<file path="config.mk">
export PLATFORM = sky130hd
export DESIGN_NAME = decode_ctrl_pipe_flat
export DESIGN_NICKNAME = d
export VERILOG_FILES = /design/src/rtl/decode_ctrl_pipe_pkg.sv /design/src/rtl/decode_ctrl_pipe_if.sv /design/src/rtl/decode_ctrl_pipe_ctrl_decode.sv /design/src/rtl/decode_ctrl_pipe.sv /design/src/flat_wrapper.sv
export SDC_FILE = /design/constraint.sdc
export NUM_CORES = 1
export LEC_CHECK = 0
export CORE_MARGIN = 4
export CORE_UTILIZATION = 44
export CTS_CLUSTER_DIAMETER = 80
export CTS_CLUSTER_SIZE = 24
export DETAILED_ROUTE_END_ITERATION = 16
export PLACE_DENSITY = 0.95
export SYNTH_ARGS = -nofsm -noshare
export SYNTH_HDL_FRONTEND = slang
export SYNTH_SLANG_ARGS = --single-unit
</file>
<file path="constraint.sdc">
create_clock -name clk -period 7.6 [get_ports clk]
set_input_delay 2.28 -clock clk [delete_from_list [all_inputs] [get_ports clk]]
set_output_delay 2.28 -clock clk [all_outputs]
set_load 0.02 [all_outputs]
</file>
<file path="src/rtl/decode_ctrl_pipe_pkg.sv">
// Shared control definitions for the RV32I decode/control pipeline:
// opcodes, ALU-control codes, immediate/result-select codes, branch kinds,
// and the control bundle carried from ID into the pipe registers.
package riscv_ctrl_pkg;

    // Base-ISA major opcodes
    localparam logic [6:0] OP_LOAD   = 7'b0000011;
    localparam logic [6:0] OP_STORE  = 7'b0100011;
    localparam logic [6:0] OP_OP     = 7'b0110011;
    localparam logic [6:0] OP_IMM    = 7'b0010011;
    localparam logic [6:0] OP_BRANCH = 7'b1100011;
    localparam logic [6:0] OP_JAL    = 7'b1101111;
    localparam logic [6:0] OP_JALR   = 7'b1100111;
    localparam logic [6:0] OP_LUI    = 7'b0110111;
    localparam logic [6:0] OP_AUIPC  = 7'b0010111;

    // ALU control codes
    localparam int ALU_W = 4;
    localparam logic [ALU_W-1:0] ALU_ADD  = 4'd0;
    localparam logic [ALU_W-1:0] ALU_SUB  = 4'd1;
    localparam logic [ALU_W-1:0] ALU_AND  = 4'd2;
    localparam logic [ALU_W-1:0] ALU_OR   = 4'd3;
    localparam logic [ALU_W-1:0] ALU_XOR  = 4'd4;
    localparam logic [ALU_W-1:0] ALU_SLL  = 4'd5;
    localparam logic [ALU_W-1:0] ALU_SRL  = 4'd6;
    localparam logic [ALU_W-1:0] ALU_SRA  = 4'd7;
    localparam logic [ALU_W-1:0] ALU_SLT  = 4'd8;
    localparam logic [ALU_W-1:0] ALU_SLTU = 4'd9;

    // Immediate format select
    localparam logic [2:0] IMM_I = 3'b000;
    localparam logic [2:0] IMM_S = 3'b001;
    localparam logic [2:0] IMM_B = 3'b010;
    localparam logic [2:0] IMM_J = 3'b011;
    localparam logic [2:0] IMM_U = 3'b100;

    // Write-back result select
    localparam logic [1:0] RES_ALU  = 2'b00;
    localparam logic [1:0] RES_LOAD = 2'b01;
    localparam logic [1:0] RES_PC4  = 2'b10;
    localparam logic [1:0] RES_IMM  = 2'b11;

    typedef enum logic [3:0] {
        BR_NONE = 4'd0,
        BR_EQ   = 4'd1,
        BR_NE   = 4'd2,
        BR_LT   = 4'd3,
        BR_GE   = 4'd4,
        BR_LTU  = 4'd5,
        BR_GEU  = 4'd6,
        BR_JAL  = 4'd7,
        BR_JALR = 4'd8
    } br_type_e;

    // Everything decoded from one instruction
    typedef struct packed {
        logic             legal;
        logic             reg_write;
        logic             mem_write;
        logic             alu_src;
        logic             alu_a_pc;
        logic [ALU_W-1:0] alu_ctrl;
        logic [1:0]       result_src;
        br_type_e         br_type;
        logic             jalr;
        logic [2:0]       imm_src;
    } ctrl_t;

    // The subset of controls still needed after EX
    typedef struct packed {
        logic       valid;
        logic       reg_write;
        logic       mem_write;
        logic [1:0] result_src;
    } post_t;

    // R-type / I-type arithmetic: SUB exists only for R-type, SRA for both
    function automatic logic [ALU_W-1:0] arith_alu(input logic [2:0] funct3,
                                                   input logic       f7b5,
                                                   input logic       is_rtype);
        case (funct3)
            3'b000:  arith_alu = (is_rtype && f7b5) ? ALU_SUB : ALU_ADD;
            3'b001:  arith_alu = ALU_SLL;
            3'b010:  arith_alu = ALU_SLT;
            3'b011:  arith_alu = ALU_SLTU;
            3'b100:  arith_alu = ALU_XOR;
            3'b101:  arith_alu = f7b5 ? ALU_SRA : ALU_SRL;
            3'b110:  arith_alu = ALU_OR;
            default: arith_alu = ALU_AND;
        endcase
    endfunction

    // Branches compare with SUB (equality via zero flag) or SLT/SLTU
    function automatic logic [ALU_W-1:0] branch_alu(input logic [2:0] funct3);
        case (funct3)
            3'b100, 3'b101: branch_alu = ALU_SLT;
            3'b110, 3'b111: branch_alu = ALU_SLTU;
            default:        branch_alu = ALU_SUB;
        endcase
    endfunction

    function automatic br_type_e branch_kind(input logic [2:0] funct3);
        case (funct3)
            3'b000:  branch_kind = BR_EQ;
            3'b001:  branch_kind = BR_NE;
            3'b100:  branch_kind = BR_LT;
            3'b101:  branch_kind = BR_GE;
            3'b110:  branch_kind = BR_LTU;
            3'b111:  branch_kind = BR_GEU;
            default: branch_kind = BR_NONE;
        endcase
    endfunction

endpackage

</file>
<file path="src/rtl/decode_ctrl_pipe_if.sv">
// ID-side inputs, EX flags and pipeline control outputs of decode_ctrl_pipe.
// master = environment (hazard unit / datapath), slave = the control pipe.
interface decode_ctrl_pipe_if #(
    parameter int ALUCTRL_W = 4
);
    logic                 id_valid;
    logic [31:0]          id_instr;
    logic                 stall;
    logic                 flush_ext;
    logic                 ex_zero;
    logic                 ex_lt;
    logic                 ex_ltu;
    logic [2:0]           id_imm_src;
    logic                 ex_valid;
    logic                 ex_alu_src;
    logic                 ex_alu_a_pc;
    logic [ALUCTRL_W-1:0] ex_alu_ctrl;
    logic                 ex_pcsrc;
    logic                 ex_jalr;
    logic                 mem_valid;
    logic                 mem_mem_write;
    logic                 wb_valid;
    logic                 wb_reg_write;
    logic [1:0]           wb_result_src;
    logic                 trap;

    modport master (
        output id_valid, id_instr, stall, flush_ext, ex_zero, ex_lt, ex_ltu,
        input  id_imm_src, ex_valid, ex_alu_src, ex_alu_a_pc, ex_alu_ctrl,
               ex_pcsrc, ex_jalr, mem_valid, mem_mem_write, wb_valid,
               wb_reg_write, wb_result_src, trap
    );

    modport slave (
        input  id_valid, id_instr, stall, flush_ext, ex_zero, ex_lt, ex_ltu,
        output id_imm_src, ex_valid, ex_alu_src, ex_alu_a_pc, ex_alu_ctrl,
               ex_pcsrc, ex_jalr, mem_valid, mem_mem_write, wb_valid,
               wb_reg_write, wb_result_src, trap
    );
endinterface

</file>
<file path="src/rtl/decode_ctrl_pipe_ctrl_decode.sv">
// ctrl_decode: purely combinational RV32I instruction -> control bundle.
// Unknown opcodes return an all-zero bundle (legal=0), i.e. a bubble.
module ctrl_decode
    import riscv_ctrl_pkg::*;
(
    input  logic [31:0] instr,
    output ctrl_t       ctrl
);

    logic [6:0] opcode;
    logic [2:0] funct3;
    logic       f7b5;

    assign opcode = instr[6:0];
    assign funct3 = instr[14:12];
    assign f7b5   = instr[30];

    // Register numbers and immediate bits are datapath concerns, not control
    logic unused_instr_bits;
    assign unused_instr_bits = ^{instr[31], instr[29:15], instr[11:7]};

    // Main decoder plus ALU decoder, bubble by default
    always_comb begin
        ctrl = '0;
        case (opcode)
            OP_LOAD: begin
                ctrl.legal      = 1'b1;
                ctrl.reg_write  = 1'b1;
                ctrl.alu_src    = 1'b1;
                ctrl.alu_ctrl   = ALU_ADD;
                ctrl.result_src = RES_LOAD;
                ctrl.imm_src    = IMM_I;
            end
            OP_STORE: begin
                ctrl.legal     = 1'b1;
                ctrl.mem_write = 1'b1;
                ctrl.alu_src   = 1'b1;
                ctrl.alu_ctrl  = ALU_ADD;
                ctrl.imm_src   = IMM_S;
            end
            OP_OP: begin
                ctrl.legal     = 1'b1;
                ctrl.reg_write = 1'b1;
                ctrl.alu_ctrl  = arith_alu(funct3, f7b5, 1'b1);
            end
            OP_IMM: begin
                ctrl.legal     = 1'b1;
                ctrl.reg_write = 1'b1;
                ctrl.alu_src   = 1'b1;
                ctrl.alu_ctrl  = arith_alu(funct3, f7b5, 1'b0);
                ctrl.imm_src   = IMM_I;
            end
            OP_BRANCH: begin
                // funct3 010/011 are not branches: they pass as a harmless NOP
                ctrl.legal    = 1'b1;
                ctrl.alu_ctrl = branch_alu(funct3);
                ctrl.br_type  = branch_kind(funct3);
                ctrl.imm_src  = IMM_B;
            end
            OP_JAL: begin
                ctrl.legal      = 1'b1;
                ctrl.reg_write  = 1'b1;
                ctrl.alu_src    = 1'b1;
                ctrl.alu_a_pc   = 1'b1;
                ctrl.alu_ctrl   = ALU_ADD;
                ctrl.result_src = RES_PC4;
                ctrl.br_type    = BR_JAL;
                ctrl.imm_src    = IMM_J;
            end
            OP_JALR: begin
                ctrl.legal      = 1'b1;
                ctrl.reg_write  = 1'b1;
                ctrl.alu_src    = 1'b1;
                ctrl.alu_ctrl   = ALU_ADD;
                ctrl.result_src = RES_PC4;
                ctrl.br_type    = BR_JALR;
                ctrl.jalr       = 1'b1;
                ctrl.imm_src    = IMM_I;
            end
            OP_LUI: begin
                ctrl.legal      = 1'b1;
                ctrl.reg_write  = 1'b1;
                ctrl.alu_src    = 1'b1;
                ctrl.alu_ctrl   = ALU_ADD;
                ctrl.result_src = RES_IMM;
                ctrl.imm_src    = IMM_U;
            end
            OP_AUIPC: begin
                ctrl.legal     = 1'b1;
                ctrl.reg_write = 1'b1;
                ctrl.alu_src   = 1'b1;
                ctrl.alu_a_pc  = 1'b1;
                ctrl.alu_ctrl  = ALU_ADD;
                ctrl.imm_src   = IMM_U;
            end
            default: ctrl = '0;
        endcase
    end

endmodule

</file>
<file path="src/rtl/decode_ctrl_pipe.sv">
// decode_ctrl_pipe: RV32I control pipeline. Decodes the ID instruction,
// carries controls through ID/EX and POST_EX post-EX stages (MEM ... WB),
// resolves branches/jumps in EX and applies stall/flush to ID/EX.
// Optional feature macro: DECODE_ILLEGAL_TRAP_EN (sticky illegal-opcode trap).
module decode_ctrl_pipe
    import riscv_ctrl_pkg::*;
#(
    parameter int ALUCTRL_W = 4,
    parameter int POST_EX   = 2     // legal range 1..4
) (
    input logic               clk,
    input logic               rst,
    decode_ctrl_pipe_if.slave bus
);

    ctrl_t dec_ctrl;

    ctrl_decode u_decode (
        .instr (bus.id_instr),
        .ctrl  (dec_ctrl)
    );

    logic  ex_valid_reg, ex_valid_next;
    ctrl_t ex_ctrl_reg,  ex_ctrl_next;
    logic  ex_pcsrc;
    logic  flush;
    logic  trap_block;

    assign flush = ex_pcsrc | bus.flush_ext;

    // ID/EX next value: flush beats stall beats load; anything not loaded is a bubble
    always_comb begin
        ex_valid_next = 1'b0;
        ex_ctrl_next  = '0;
        if (flush) begin
            ex_valid_next = 1'b0;
        end else if (bus.stall) begin
            ex_valid_next = 1'b0;
        end else if (bus.id_valid && dec_ctrl.legal && !trap_block) begin
            ex_valid_next = 1'b1;
            ex_ctrl_next  = dec_ctrl;
        end
    end

    // ID/EX pipe register
    always_ff @(posedge clk or posedge rst) begin
        if (rst) begin
            ex_valid_reg <= 1'b0;
            ex_ctrl_reg  <= '0;
        end else begin
            ex_valid_reg <= ex_valid_next;
            ex_ctrl_reg  <= ex_ctrl_next;
        end
    end

    // Branch resolver: redirect decision from EX flags, only for a live instruction
    always_comb begin
        ex_pcsrc = 1'b0;
        if (ex_valid_reg) begin
            case (ex_ctrl_reg.br_type)
                BR_EQ:   ex_pcsrc = bus.ex_zero;
                BR_NE:   ex_pcsrc = !bus.ex_zero;
                BR_LT:   ex_pcsrc = bus.ex_lt;
                BR_GE:   ex_pcsrc = !bus.ex_lt;
                BR_LTU:  ex_pcsrc = bus.ex_ltu;
                BR_GEU:  ex_pcsrc = !bus.ex_ltu;
                BR_JAL,
                BR_JALR: ex_pcsrc = 1'b1;
                default: ex_pcsrc = 1'b0;
            endcase
        end
    end

    // Post-EX shift chain: never stalled or flushed, advances every cycle
    post_t ex_post;
    post_t stage_in [POST_EX];
    post_t stage_q  [POST_EX];

    assign ex_post = '{valid:      ex_valid_reg,
                       reg_write:  ex_ctrl_reg.reg_write,
                       mem_write:  ex_ctrl_reg.mem_write,
                       result_src: ex_ctrl_reg.result_src};

    for (genvar gi = 0; gi < POST_EX; gi++) begin : g_post
        post_t stage_reg;

        if (gi == 0) begin : g_head
            assign stage_in[gi] = ex_post;
        end else begin : g_link
            assign stage_in[gi] = stage_q[gi-1];
        end

        // One post-EX stage: copy the previous stage each clock
        always_ff @(posedge clk or posedge rst) begin
            if (rst) begin
                stage_reg <= '0;
            end else begin
                stage_reg <= stage_in[gi];
            end
        end

        assign stage_q[gi] = stage_reg;
    end

`ifdef DECODE_ILLEGAL_TRAP_EN
    logic trap_reg, trap_next;

    // Sticky trap: set by a live illegal opcode unless it is being flushed
    always_comb begin
        trap_next = trap_reg | (bus.id_valid & ~dec_ctrl.legal & ~flush);
    end

    // Trap flop, cleared only by reset
    always_ff @(posedge clk or posedge rst) begin
        if (rst) begin
            trap_reg <= 1'b0;
        end else begin
            trap_reg <= trap_next;
        end
    end

    assign trap_block = trap_reg;
    assign bus.trap   = trap_reg;
`else
    assign trap_block = 1'b0;
    assign bus.trap   = 1'b0;
`endif

    // Legality and immediate format are consumed in ID only
    logic unused_ex_fields;
    assign unused_ex_fields = ^{ex_ctrl_reg.legal, ex_ctrl_reg.imm_src};

    assign bus.id_imm_src    = dec_ctrl.imm_src;
    assign bus.ex_valid      = ex_valid_reg;
    assign bus.ex_alu_src    = ex_ctrl_reg.alu_src;
    assign bus.ex_alu_a_pc   = ex_ctrl_reg.alu_a_pc;
    assign bus.ex_alu_ctrl   = ALUCTRL_W'(ex_ctrl_reg.alu_ctrl);
    assign bus.ex_pcsrc      = ex_pcsrc;
    assign bus.ex_jalr       = ex_valid_reg & ex_ctrl_reg.jalr;
    assign bus.mem_valid     = stage_q[0].valid;
    assign bus.mem_mem_write = stage_q[0].valid & stage_q[0].mem_write;
    assign bus.wb_valid      = stage_q[POST_EX-1].valid;
    assign bus.wb_reg_write  = stage_q[POST_EX-1].valid & stage_q[POST_EX-1].reg_write;
    assign bus.wb_result_src = stage_q[POST_EX-1].result_src;

endmodule

</file>
<file path="src/flat_wrapper.sv">
// flat-port wrapper written by rule: the top's interface ports become plain ports
module decode_ctrl_pipe_flat import riscv_ctrl_pkg::*;
#(
    parameter int ALUCTRL_W = 4,
    parameter int POST_EX   = 2                        
)
  (clk, rst, bus_id_valid, bus_id_instr, bus_stall, bus_flush_ext, bus_ex_zero, bus_ex_lt, bus_ex_ltu, bus_id_imm_src, bus_ex_valid, bus_ex_alu_src, bus_ex_alu_a_pc, bus_ex_alu_ctrl, bus_ex_pcsrc, bus_ex_jalr, bus_mem_valid, bus_mem_mem_write, bus_wb_valid, bus_wb_reg_write, bus_wb_result_src, bus_trap);
  decode_ctrl_pipe_if #(.ALUCTRL_W(ALUCTRL_W)) bus_i ();
  input logic clk;
  input logic rst;
  input wire logic [$bits(bus_i.id_valid)-1:0] bus_id_valid;
  input wire logic [$bits(bus_i.id_instr)-1:0] bus_id_instr;
  input wire logic [$bits(bus_i.stall)-1:0] bus_stall;
  input wire logic [$bits(bus_i.flush_ext)-1:0] bus_flush_ext;
  input wire logic [$bits(bus_i.ex_zero)-1:0] bus_ex_zero;
  input wire logic [$bits(bus_i.ex_lt)-1:0] bus_ex_lt;
  input wire logic [$bits(bus_i.ex_ltu)-1:0] bus_ex_ltu;
  output wire logic [$bits(bus_i.id_imm_src)-1:0] bus_id_imm_src;
  output wire logic [$bits(bus_i.ex_valid)-1:0] bus_ex_valid;
  output wire logic [$bits(bus_i.ex_alu_src)-1:0] bus_ex_alu_src;
  output wire logic [$bits(bus_i.ex_alu_a_pc)-1:0] bus_ex_alu_a_pc;
  output wire logic [$bits(bus_i.ex_alu_ctrl)-1:0] bus_ex_alu_ctrl;
  output wire logic [$bits(bus_i.ex_pcsrc)-1:0] bus_ex_pcsrc;
  output wire logic [$bits(bus_i.ex_jalr)-1:0] bus_ex_jalr;
  output wire logic [$bits(bus_i.mem_valid)-1:0] bus_mem_valid;
  output wire logic [$bits(bus_i.mem_mem_write)-1:0] bus_mem_mem_write;
  output wire logic [$bits(bus_i.wb_valid)-1:0] bus_wb_valid;
  output wire logic [$bits(bus_i.wb_reg_write)-1:0] bus_wb_reg_write;
  output wire logic [$bits(bus_i.wb_result_src)-1:0] bus_wb_result_src;
  output wire logic [$bits(bus_i.trap)-1:0] bus_trap;
  assign bus_i.id_valid = bus_id_valid;
  assign bus_i.id_instr = bus_id_instr;
  assign bus_i.stall = bus_stall;
  assign bus_i.flush_ext = bus_flush_ext;
  assign bus_i.ex_zero = bus_ex_zero;
  assign bus_i.ex_lt = bus_ex_lt;
  assign bus_i.ex_ltu = bus_ex_ltu;
  assign bus_id_imm_src = bus_i.id_imm_src;
  assign bus_ex_valid = bus_i.ex_valid;
  assign bus_ex_alu_src = bus_i.ex_alu_src;
  assign bus_ex_alu_a_pc = bus_i.ex_alu_a_pc;
  assign bus_ex_alu_ctrl = bus_i.ex_alu_ctrl;
  assign bus_ex_pcsrc = bus_i.ex_pcsrc;
  assign bus_ex_jalr = bus_i.ex_jalr;
  assign bus_mem_valid = bus_i.mem_valid;
  assign bus_mem_mem_write = bus_i.mem_mem_write;
  assign bus_wb_valid = bus_i.wb_valid;
  assign bus_wb_reg_write = bus_i.wb_reg_write;
  assign bus_wb_result_src = bus_i.wb_result_src;
  assign bus_trap = bus_i.trap;
  decode_ctrl_pipe #(.ALUCTRL_W(ALUCTRL_W), .POST_EX(POST_EX)) u_core (.clk(clk), .rst(rst), .bus(bus_i));
endmodule
</file>
---- Word-level counts from Yosys, hierarchy flattened ----
Index checks and enable logic that the tools add are counted.
storage, ports and cells
  flip-flop bits (word level) ............. 25
  latch bits .............................. 0
  RAM bits ................................ 0
  memory bits (read-only) ................. 0
  output and inout port bits .............. 19
  memories ................................ 0
cells by class
  add/sub/neg operators ................... 0
  $mul .................................... 0
  div/mod/pow operators ................... 0
  order comparisons ....................... 0
  eq/ne operators ......................... 24
  shift operators ......................... 0
  multiplexer cells ....................... 24
  bitwise operators ....................... 4
  reduce and logical (&&, ||, !) cells .... 14
operators by type and width
  operator              count
  $pmux W4 S7           2
  $mux W18              3
  $pmux W4 S3           2
  $eq A7 B6 Y1 const B  3
  $eq A7 B7 Y1 const B  3
  $pmux W3 S6           1
  $eq A4 B3 Y1 const B  4
  $eq A7 B5 Y1 const B  2
  $reduce_or A7 Y1      2
  $eq A3 B3 Y1 const B  4
  $mux W1               12
  $pmux W3 S4           1
  $reduce_or A2 Y1      6
  $reduce_or A9 Y1      1
  $eq A4 B2 Y1 const B  2
  $pmux W4 S2           1
  $eq A7 B2 Y1 const B  1
  $pmux W1 S7           1
  $eq A3 B2 Y1 const B  2
  $pmux W2 S3           1
  $eq A4 B1 Y1 const B  1
  $eq A4 B4 Y1 const B  1
  $and A1 B1 Y1         3
  $eq A3 B1 Y1 const B  1
  4 further kinds       6

---- Depth between registers and ports, before layout ----
Gate-level depths: netlist of the first run.
  word-level depth ........................ 7
  depth in mapped cells ................... 6
  depth with buffers taken out ............ 4

---- Modules after synthesis ----
Synthesis of the first run repeated with hierarchy kept, for this count alone.
second synthesis, totals
  cell total of the unflattened synthesis .. 151
  area, all modules ....................... 1326.3 µm²
modules (own cells, without submodules)
  module            times used  cells each  area an instance (µm²)  sequential area each (µm²)
  decode_ctrl_pipe  1           83          938.4                   625.6
  ctrl_decode       1           68          387.9                   0.0

---- Worst setup path before layout of the first run ----
OpenSTA, ideal clock, no wires.
  kind .................................... input port to output port
  from .................................... in bus_id_instr[2]
  to ...................................... out bus_id_imm_src[0]
  data arrival time ....................... 3.456 ns
  data required time ...................... 5.320 ns
  setup slack ............................. 1.864 ns
  cell stages on the path ................. 5
  buffers on the path ..................... 2
  cells stage by stage .................... buf_6 or2_1 buf_2 mux2_2 nor3_1
on the way
  cells in the longest elaborated chain, start to end .. 3
  elaborated cells between the ends (all ways) .. 7
ends and longest elaborated chain
  what                                          RTL line                            source
  start, declared                               flat_wrapper.sv:12                  input wire logic [$bits(bus_i.id_instr)-1:0] bus_id_instr;
  $eq A7 B5 Y1 or $eq A7 B6 Y1 (tied branches)  decode_ctrl_pipe_ctrl_decode.sv:25  case (opcode)
  $reduce_or A2 Y1 (no source line)             --
  $pmux W3 S4 *                                 decode_ctrl_pipe_ctrl_decode.sv:25
  end, declared                                 flat_wrapper.sv:18                  output wire logic [$bits(bus_i.id_imm_src)-1:0] bus_id_imm_src;
Every way passes the cells marked *; elsewhere a longest branch is shown, timed or not.

---- Worst setup path in the final report of the first run ----
  from .................................... in bus_ex_zero
  to ...................................... out bus_ex_pcsrc
on the way
  cells in the longest elaborated chain, start to end .. 3
ends and longest elaborated chain
  what              RTL line                source
  start, declared   flat_wrapper.sv:15      input wire logic [$bits(bus_i.ex_zero)-1:0] bus_ex_zero;
  $logic_not A1 Y1  decode_ctrl_pipe.sv:62  BR_NE: ex_pcsrc = !bus.ex_zero;
  $pmux W1 S7 *     decode_ctrl_pipe.sv:60  case (ex_ctrl_reg.br_type)
  $mux W1 *         decode_ctrl_pipe.sv:59  if (ex_valid_reg) begin
  end, declared     flat_wrapper.sv:23      output wire logic [$bits(bus_i.ex_pcsrc)-1:0] bus_ex_pcsrc;
Marks and branches as above.

==> flow_metrics.py, run 1 <==
metrics = {
    "clock_network": {
        "cts_tree": "yes",
        "postCtsResizedCells": 0,
        "postCtsSetupBuffers": 0,
        "cts_buffers": 3,
        "clock_sink_count": 25,
        "clkTransAtPathRegs_ps": 140,
        "clk_latency_ps": 320,
        "htree_num_levels": 1,
        "clock_path_buffers": 2,
        "ctsHoldBuffers": 0,
        "cts_root_buffer": "clkbuf_4",
    },
    "die": {
        "coreArea_mm2": 0.00281,
        "dieArea_mm2": 0.00394,
        "die_w_um": 62.7,
        "io_pins": 59,
        "start_util_pct": 47.0,
        "rows": 19,
        "fp.dieH_um": 62.7,
    },
    "detailed_routing": {
        "drtIter0Drc": 58,
        "drtPass1Iterations": 4,
        "wirelength_um": 2710,
        "wire_per_inst_um": 14.6,
        "drc": 0,
        "ant_nets": 0,
        "vias": 1058,
        "avgViaCountPerCell": 5.72,
    },
    "timing": {
        "slew_viol_final": 0,
        "finalClockSkew_ps": 6.18,
        "finalSetupTns_ps": 0,
        "rsz0062_at_grt": "false",
        "timing.fmax_mhz": 152,
        "hold_viol": 0,
        "relSlewSlack_pct": 41.8,
        "fin_crit_sh_pct": 86.3,
        "setup_viol": 0,
        "max_slew.worst_pin.slew_ps": 873,
        "period_needed_ps": 6560,
    },
    "global_route": {
        "grt_pass1_wl_um": 4930,
        "antenna_found_initial": 0,
        "grt_pass1_vias": 1132,
        "grt-ovfl-total": 0,
        "grt_usage_pct": 15.3,
        "grt_max_degree": 26,
    },
    "pwr": {
        "finalPower_uw": 227,
        "power_frac_comb_pct": 14.1,
        "peakVddDrop_v": 0.0000658,
        "p_sw_uw": 58.1,
        "power_frac_seq_pct": 58.7,
        "power.internal_uw": 169,
        "p_leak_uw": 0.000656,
        "swShare_pct": 25.5,
        "p_per_area_mw_per_mm2": 140,
        "clkPwrFrac_pct": 27.2,
    },
    "cells_and_area": {
        "area_growth_pct": 23.2,
        "fin_area_mm2": 0.00162,
        "num_antenna_cells": 0,
        "post-route-util_pct": 57.9,
        "layoutNonFillerInstCount": 185,
        "drive_above_1_share_pct": 9.09,
        "final_nets": 195,
        "largest_reg_flops": 9,
    },
    "synthesis": {
        "avgSynthCellArea_um2": 10.1,
        "synth_flop_cell": "dfrtp_1",
        "syn-num-nets": 171,
        "synth-simple-area-share_pct": 22.8,
        "synth-warning-count": 0,
        "synthMuxAreaShare_pct": 0.854,
        "synth_cell_types": 45,
        "async_flop_share_pct": 100,
        "synthAdderAreaFrac_pct": 0,
        "ys_ff_latch": 25,
        "synth_top_family_by_area": "simple AND/OR/NAND/NOR gates",
        "synth_edf_count": 0,
        "netlist_area_mm2": 0.00132,
        "synth-compound-area-share_pct": 16.5,
        "synthesis.instances": 131,
        "ys_seq_area_share_pct": 47.4,
        "yosys.area_share.xor_xnor_pct": 0.664,
    },
    "setup_path": {
        "worstPathArrival_ps": 4280,
        "timing.rr.start": "u_core.ex_ctrl_reg[6]",
        "worstPathMaxFanout": 17,
        "critPathMostFrequentCell": "clkdlybuf4s50_1",
        "critical-path-max-stage-delay_ps": 640,
        "crit_required_ps": 5320,
        "ff2ff_setup_slack_ps": 5880,
        "path_buf_inv": 3,
        "cp_cell_sequence": "clkdlybuf4s50_1, or3_1, o2111a_1, o31ai_4, buf_4, clkdlybuf4s50_1",
        "crit_slowest_cell": "clkdlybuf4s50_1",
        "cp-startpoint": "bus_ex_zero",
        "worstSetupPathType": "in2out",
        "start_kind": "input pin",
        "cpLargestDelayFamily": "buffers and inverters",
        "cp-end-kind": "output port",
    },
    "outcome": {
        "status": "complete, no violations",
    },
    "placement": {
        "hpwlAfterDp_um": 2090,
        "port_buffers": 36,
        "gp_congestion": 0.849,
        "dp_cells": 181,
        "place_area_mm2": 0.00159,
    },
    "worst_hold_path": {
        "hp-class": "reg2reg",
        "hold_start": "u_core.g_post[0].stage_reg[0]",
    },
    "run": {
        "cap_viol_max_count": 0,
    },
}
==> cell usage in the layout (no fill, tap or decap), types with 2 or more instances in the layout <==
master,netlist,final
and2_1,4,4
a211oi_1,3,3
or3_1,4,4
nor3_1,8,8
a21oi_1,4,4
nor3b_1,2,2
nand3_1,2,2
nor2_1,4,4
dfrtp_1,25,25
a31oi_1,2,2
clkdlybuf4s50_1,0,36
nor2b_1,2,2
nor4_1,8,8
nand2_1,11,11
clkbuf_4,0,3
inv_1,4,4
a22oi_1,2,2
o211ai_1,2,2
o21ai_0,2,2
==> per-stage QoR <==
| step | setup WS (ps) | hold slack (ps) |
|---|---|---|
| 4_1_cts | 1030 | 370 |
| 6_report | 1040 | 367 |
| 3_5_place_dp | 1050 | 338 |
| 5_1_grt | 908 | 377 |
| 3_3_place_gp | 1010 | 332 |
| 2_1_floorplan | 1860 | 331 |
==> final cells by class <==
cell class	instances	area (um^2)
sequential	25	626
timing repair buffer	37	368
multi-input combinational	83	542
fill	262	1180
inverter	5	18.8
tap	31	38.8
clock buffer	3	22.5
clock inverter	1	8.76
==> per-layer routing <==
metal  share of wire (%)  vias up  global-route usage, %
li1                    -      515                      -
met1                  41      484                   18.1
met2                  48       53                   26.1
met3                 8.3        6                   3.96
met4                 1.8        0                   6.61
met5                   0        -                      0
==> cell usage after synthesis, types with 2 or more instances <==
cell,instances,area (um^2)
a211oi_1,3,22.5
a21oi_1,4,20.0
a22oi_1,2,15.0
a31oi_1,2,12.5
and2_1,4,25.0
buf_4,7,52.6
buf_6,5,56.3
clkbuf_1,5,18.8
dfrtp_1,25,626
inv_1,4,15.0
nand2_1,11,41.3
nand3_1,2,10.0
nor2_1,4,15.0
nor2b_1,2,12.5
nor3_1,8,40.0
nor3b_1,2,15.0
nor4_1,8,50.1
o211ai_1,2,15.0
o21ai_0,2,10.0
or3_1,4,25.0
==> worst paths after layout <==
| path | to | cells after the start |
|---|---|---|
| worst max-delay path | bus_ex_pcsrc | 6 |
| min in group asynchronous | u_core.bus.wb_result_src[1] | 2 |
| worst max register to register | u_core.bus.ex_alu_ctrl[0] | 5 |
| worst min-delay path | u_core.bus.wb_result_src[0] | 0 |
| worst min register to register | u_core.bus.wb_result_src[0] | 0 |
| max in group asynchronous | u_core.bus.ex_alu_ctrl[3] | 2 |
==> kinds of logic after synthesis <==
family                 after synthesis
flip-flops                          25
AND/OR/NAND/NOR                     53
XOR/XNOR                             1
other                                1
multiplexers                         1
buffers and inverters               23
AO/OA/AOI/OAI                       27
==> worst register-to-register path, cell delays in order (launching register included) <==
cell      delay, ps
dfrtp_1         440
nor3b_1         160
a311oi_1        410
o31ai_4          80
buf_4           200
nor4_1          330
==> power by group through the flow <==
stage / Sequential [uW] / Combinational [uW] / Clock, uW
final: 134 / 32.1 / 61.8
after global routing: 134 / 35.8 / 70.3
after CTS: 134 / 32.0 / 63.5
after detailed placement: 136 / 31.9 / 0
after global placement: 136 / 31.2 / 0
after floorplan: 136 / 20.7 / 0
Note: power is estimated with default switching activity, not from simulation.
==> inputs of run 2 (changes only) <==
Settings changed: CAP_MARGIN set to 40, CORE_UTILIZATION 44 to 41, PLACE_DENSITY 0.95 to 0.79.
Clock period 7.6 ns to 6.2 ns, I/O delays scaled along.
==> run 2 against run 1 <==
Design area rose by 1.7%. Flip-flop and latch count stayed put. Non-clock buffer count up 1. Setup slack lost 570 ps. Sequential power grew 22%. Clock-buffer cell count unchanged. Core utilization shrank 3.8 points. Wire length is 3.1% lower. Combinational power up 25%. Die area increased by 6.4%. Highest routed layer unchanged.
==> flow_metrics.py, run 2 (same netlist as run 1, synthesis figures left out) <==
metrics = {
    "clock_network": {
        "ctsHoldBuffers": 0,
        "cts_tree": "yes",
        "clkTransAtPathRegs_ps": 130,
        "clock_path_buffers": 2,
        "postCtsSetupBuffers": 0,
        "clock_sink_count": 25,
        "htree_num_levels": 1,
        "cts_buffers": 3,
        "postCtsResizedCells": 0,
        "cts_root_buffer": "clkbuf_4",
        "clk_latency_ps": 300,
    },
    "setup_path": {
        "r2r_end": "u_core.bus.ex_alu_ctrl[2]",
        "cp_cell_sequence": "clkdlybuf4s50_1, or2_1, mux2_2, nor3_1, clkdlybuf4s50_1",
        "worstPathArrival_ps": 3870,
        "crit_required_ps": 4340,
        "cp-end-kind": "output port",
        "start_kind": "input pin",
        "timing.rr.start": "u_core.ex_ctrl_reg[4]",
        "crit_slowest_cell": "clkdlybuf4s50_1",
        "r2r_cells": 5,
        "ff2ff_setup_slack_ps": 4450,
        "critical-path-max-stage-delay_ps": 640,
        "worstSetupPathType": "in2out",
        "critPathMostFrequentCell": "clkdlybuf4s50_1",
        "worstPathMaxFanout": 10,
    },
    "cells_and_area": {
        "post-route-util_pct": 54.1,
        "final_cell_mix": "36 x clkdlybuf4s50_1, 25 x dfrtp_1, 11 x nand2_1",
        "final_nets": 196,
        "fin_area_mm2": 0.00165,
        "area_growth_pct": 25.2,
        "num_antenna_cells": 0,
        "layoutNonFillerInstCount": 199,
        "final_common_cell": "clkdlybuf4s50_1",
        "drive_above_1_share_pct": 9.68,
        "largest_reg_flops": 9,
        "fill_cells": 276,
    },
    "global_route": {
        "grt-ovfl-total": 0,
        "grt_usage_pct": 13.5,
        "grt_pass1_wl_um": 4490,
        "antenna_found_initial": 0,
        "grt_max_degree": 17,
        "grt_pass1_vias": 1044,
    },
    "pwr": {
        "finalPower_uw": 270,
        "p_per_area_mw_per_mm2": 164,
        "p_leak_uw": 0.000663,
        "peakVddDrop_v": 0.0000654,
    },
    "die": {
        "dieArea_mm2": 0.00419,
        "die_w_um": 64.7,
        "fp.dieH_um": 64.7,
        "coreArea_mm2": 0.00305,
        "io_pins": 59,
        "start_util_pct": 43.2,
        "rows": 20,
    },
    "detailed_routing": {
        "ant_nets": 0,
        "wirelength_um": 2620,
        "avgViaCountPerCell": 5.18,
        "drtPass1Iterations": 4,
        "vias": 1030,
        "wire_per_inst_um": 13.2,
        "drtIter0Drc": 60,
        "drc": 0,
    },
    "placement": {
        "port_buffers": 36,
        "place_area_mm2": 0.00162,
        "gp_congestion": 0.837,
        "dp_cells": 195,
        "hpwlAfterDp_um": 2100,
    },
    "timing": {
        "setup_viol": 0,
        "finalSetupTns_ps": 0,
        "period_needed_ps": 5730,
        "finalClockSkew_ps": 8.47,
        "fin_crit_sh_pct": 92.4,
        "timing.fmax_mhz": 175,
        "slew_viol_final": 0,
        "hold_viol": 0,
        "rsz0062_at_grt": "false",
    },
    "worst_hold_path": {
        "holdPathEnd": "u_core.g_post[1].stage_reg[3]",
        "hold-path-cell-count": 0,
        "hp-class": "reg2reg",
        "hold_start": "u_core.g_post[0].stage_reg[3]",
    },
    "run": {
        "cap_viol_max_count": 0,
    },
    "outcome": {
        "status": "complete, no violations",
    },
}
[run 2: changes by cell type in the layout (fill, tap and decap cells not counted)]
cell,before,now
inv_6,1,0
clkinv_2,0,1
buf_8,0,1
[run 2: metal layers]
| layer | global-route usage, % | vias up | routed length, um |
|---|---|---|---|
| met2 | 22.1 | 42 | 1210 |
| li1 | - | 516 | - |
| met5 | 0 | - | 0 |
| met1 | 16.5 | 468 | 1180 |
| met4 | 6.60 | 0 | 44 |
| met3 | 3.47 | 4 | 188 |
[run 2: final cells by class]
| class | count | area, um^2 | area share, % |
|---|---|---|---|
| Timing Repair Buffer | 38 | 383 | 23.2 |
| Clock buffer | 3 | 22.5 | 1.36 |
| Inverter | 5 | 18.8 | 1.14 |
| Sequential cell | 25 | 626 | 37.9 |
| Clock inverter | 1 | 5.00 | 0.303 |
| Tap cell | 44 | 55.1 | 3.33 |
| Multi-Input combinational cell | 83 | 542 | 32.8 |
[run 2: per-stage QoR]
stage / hold slack, ps / worst slack, ps
floorplan: 331 / 1300
global placement: 331 / 452
detailed placement: 336 / 474
CTS: 366 / 454
global route: 373 / 388
finish: 362 / 471
[run 2: critical path: cells and delay by family]
family | cells | cell delay (ps)
buf+inv | 2 | 1190
simple gates | 2 | 530
mux | 1 | 280
[run 2: power breakdown]
group | switching, uW | internal (uW) | total (uW)
registers | 0.185 | 163 | 164
logic | 21.4 | 18.8 | 40.2
clock network | 42.5 | 24.0 | 66.5
total | 64.1 | 206 | 270
[run 2: worst max-delay path by stage]
stage                        end            start  cells after the start  slack (ps)
2_1_floorplan  bus_id_imm_src[0]  bus_id_instr[2]                      5        1300
3_3_place_gp   bus_id_imm_src[0]  bus_id_instr[2]                      5         450
3_5_place_dp   bus_id_imm_src[0]  bus_id_instr[2]                      5         470
4_1_cts        bus_id_imm_src[0]  bus_id_instr[2]                      5         450
5_1_grt        bus_id_imm_src[0]  bus_id_instr[2]                      5         390
6_report       bus_id_imm_src[0]  bus_id_instr[2]                      5         470
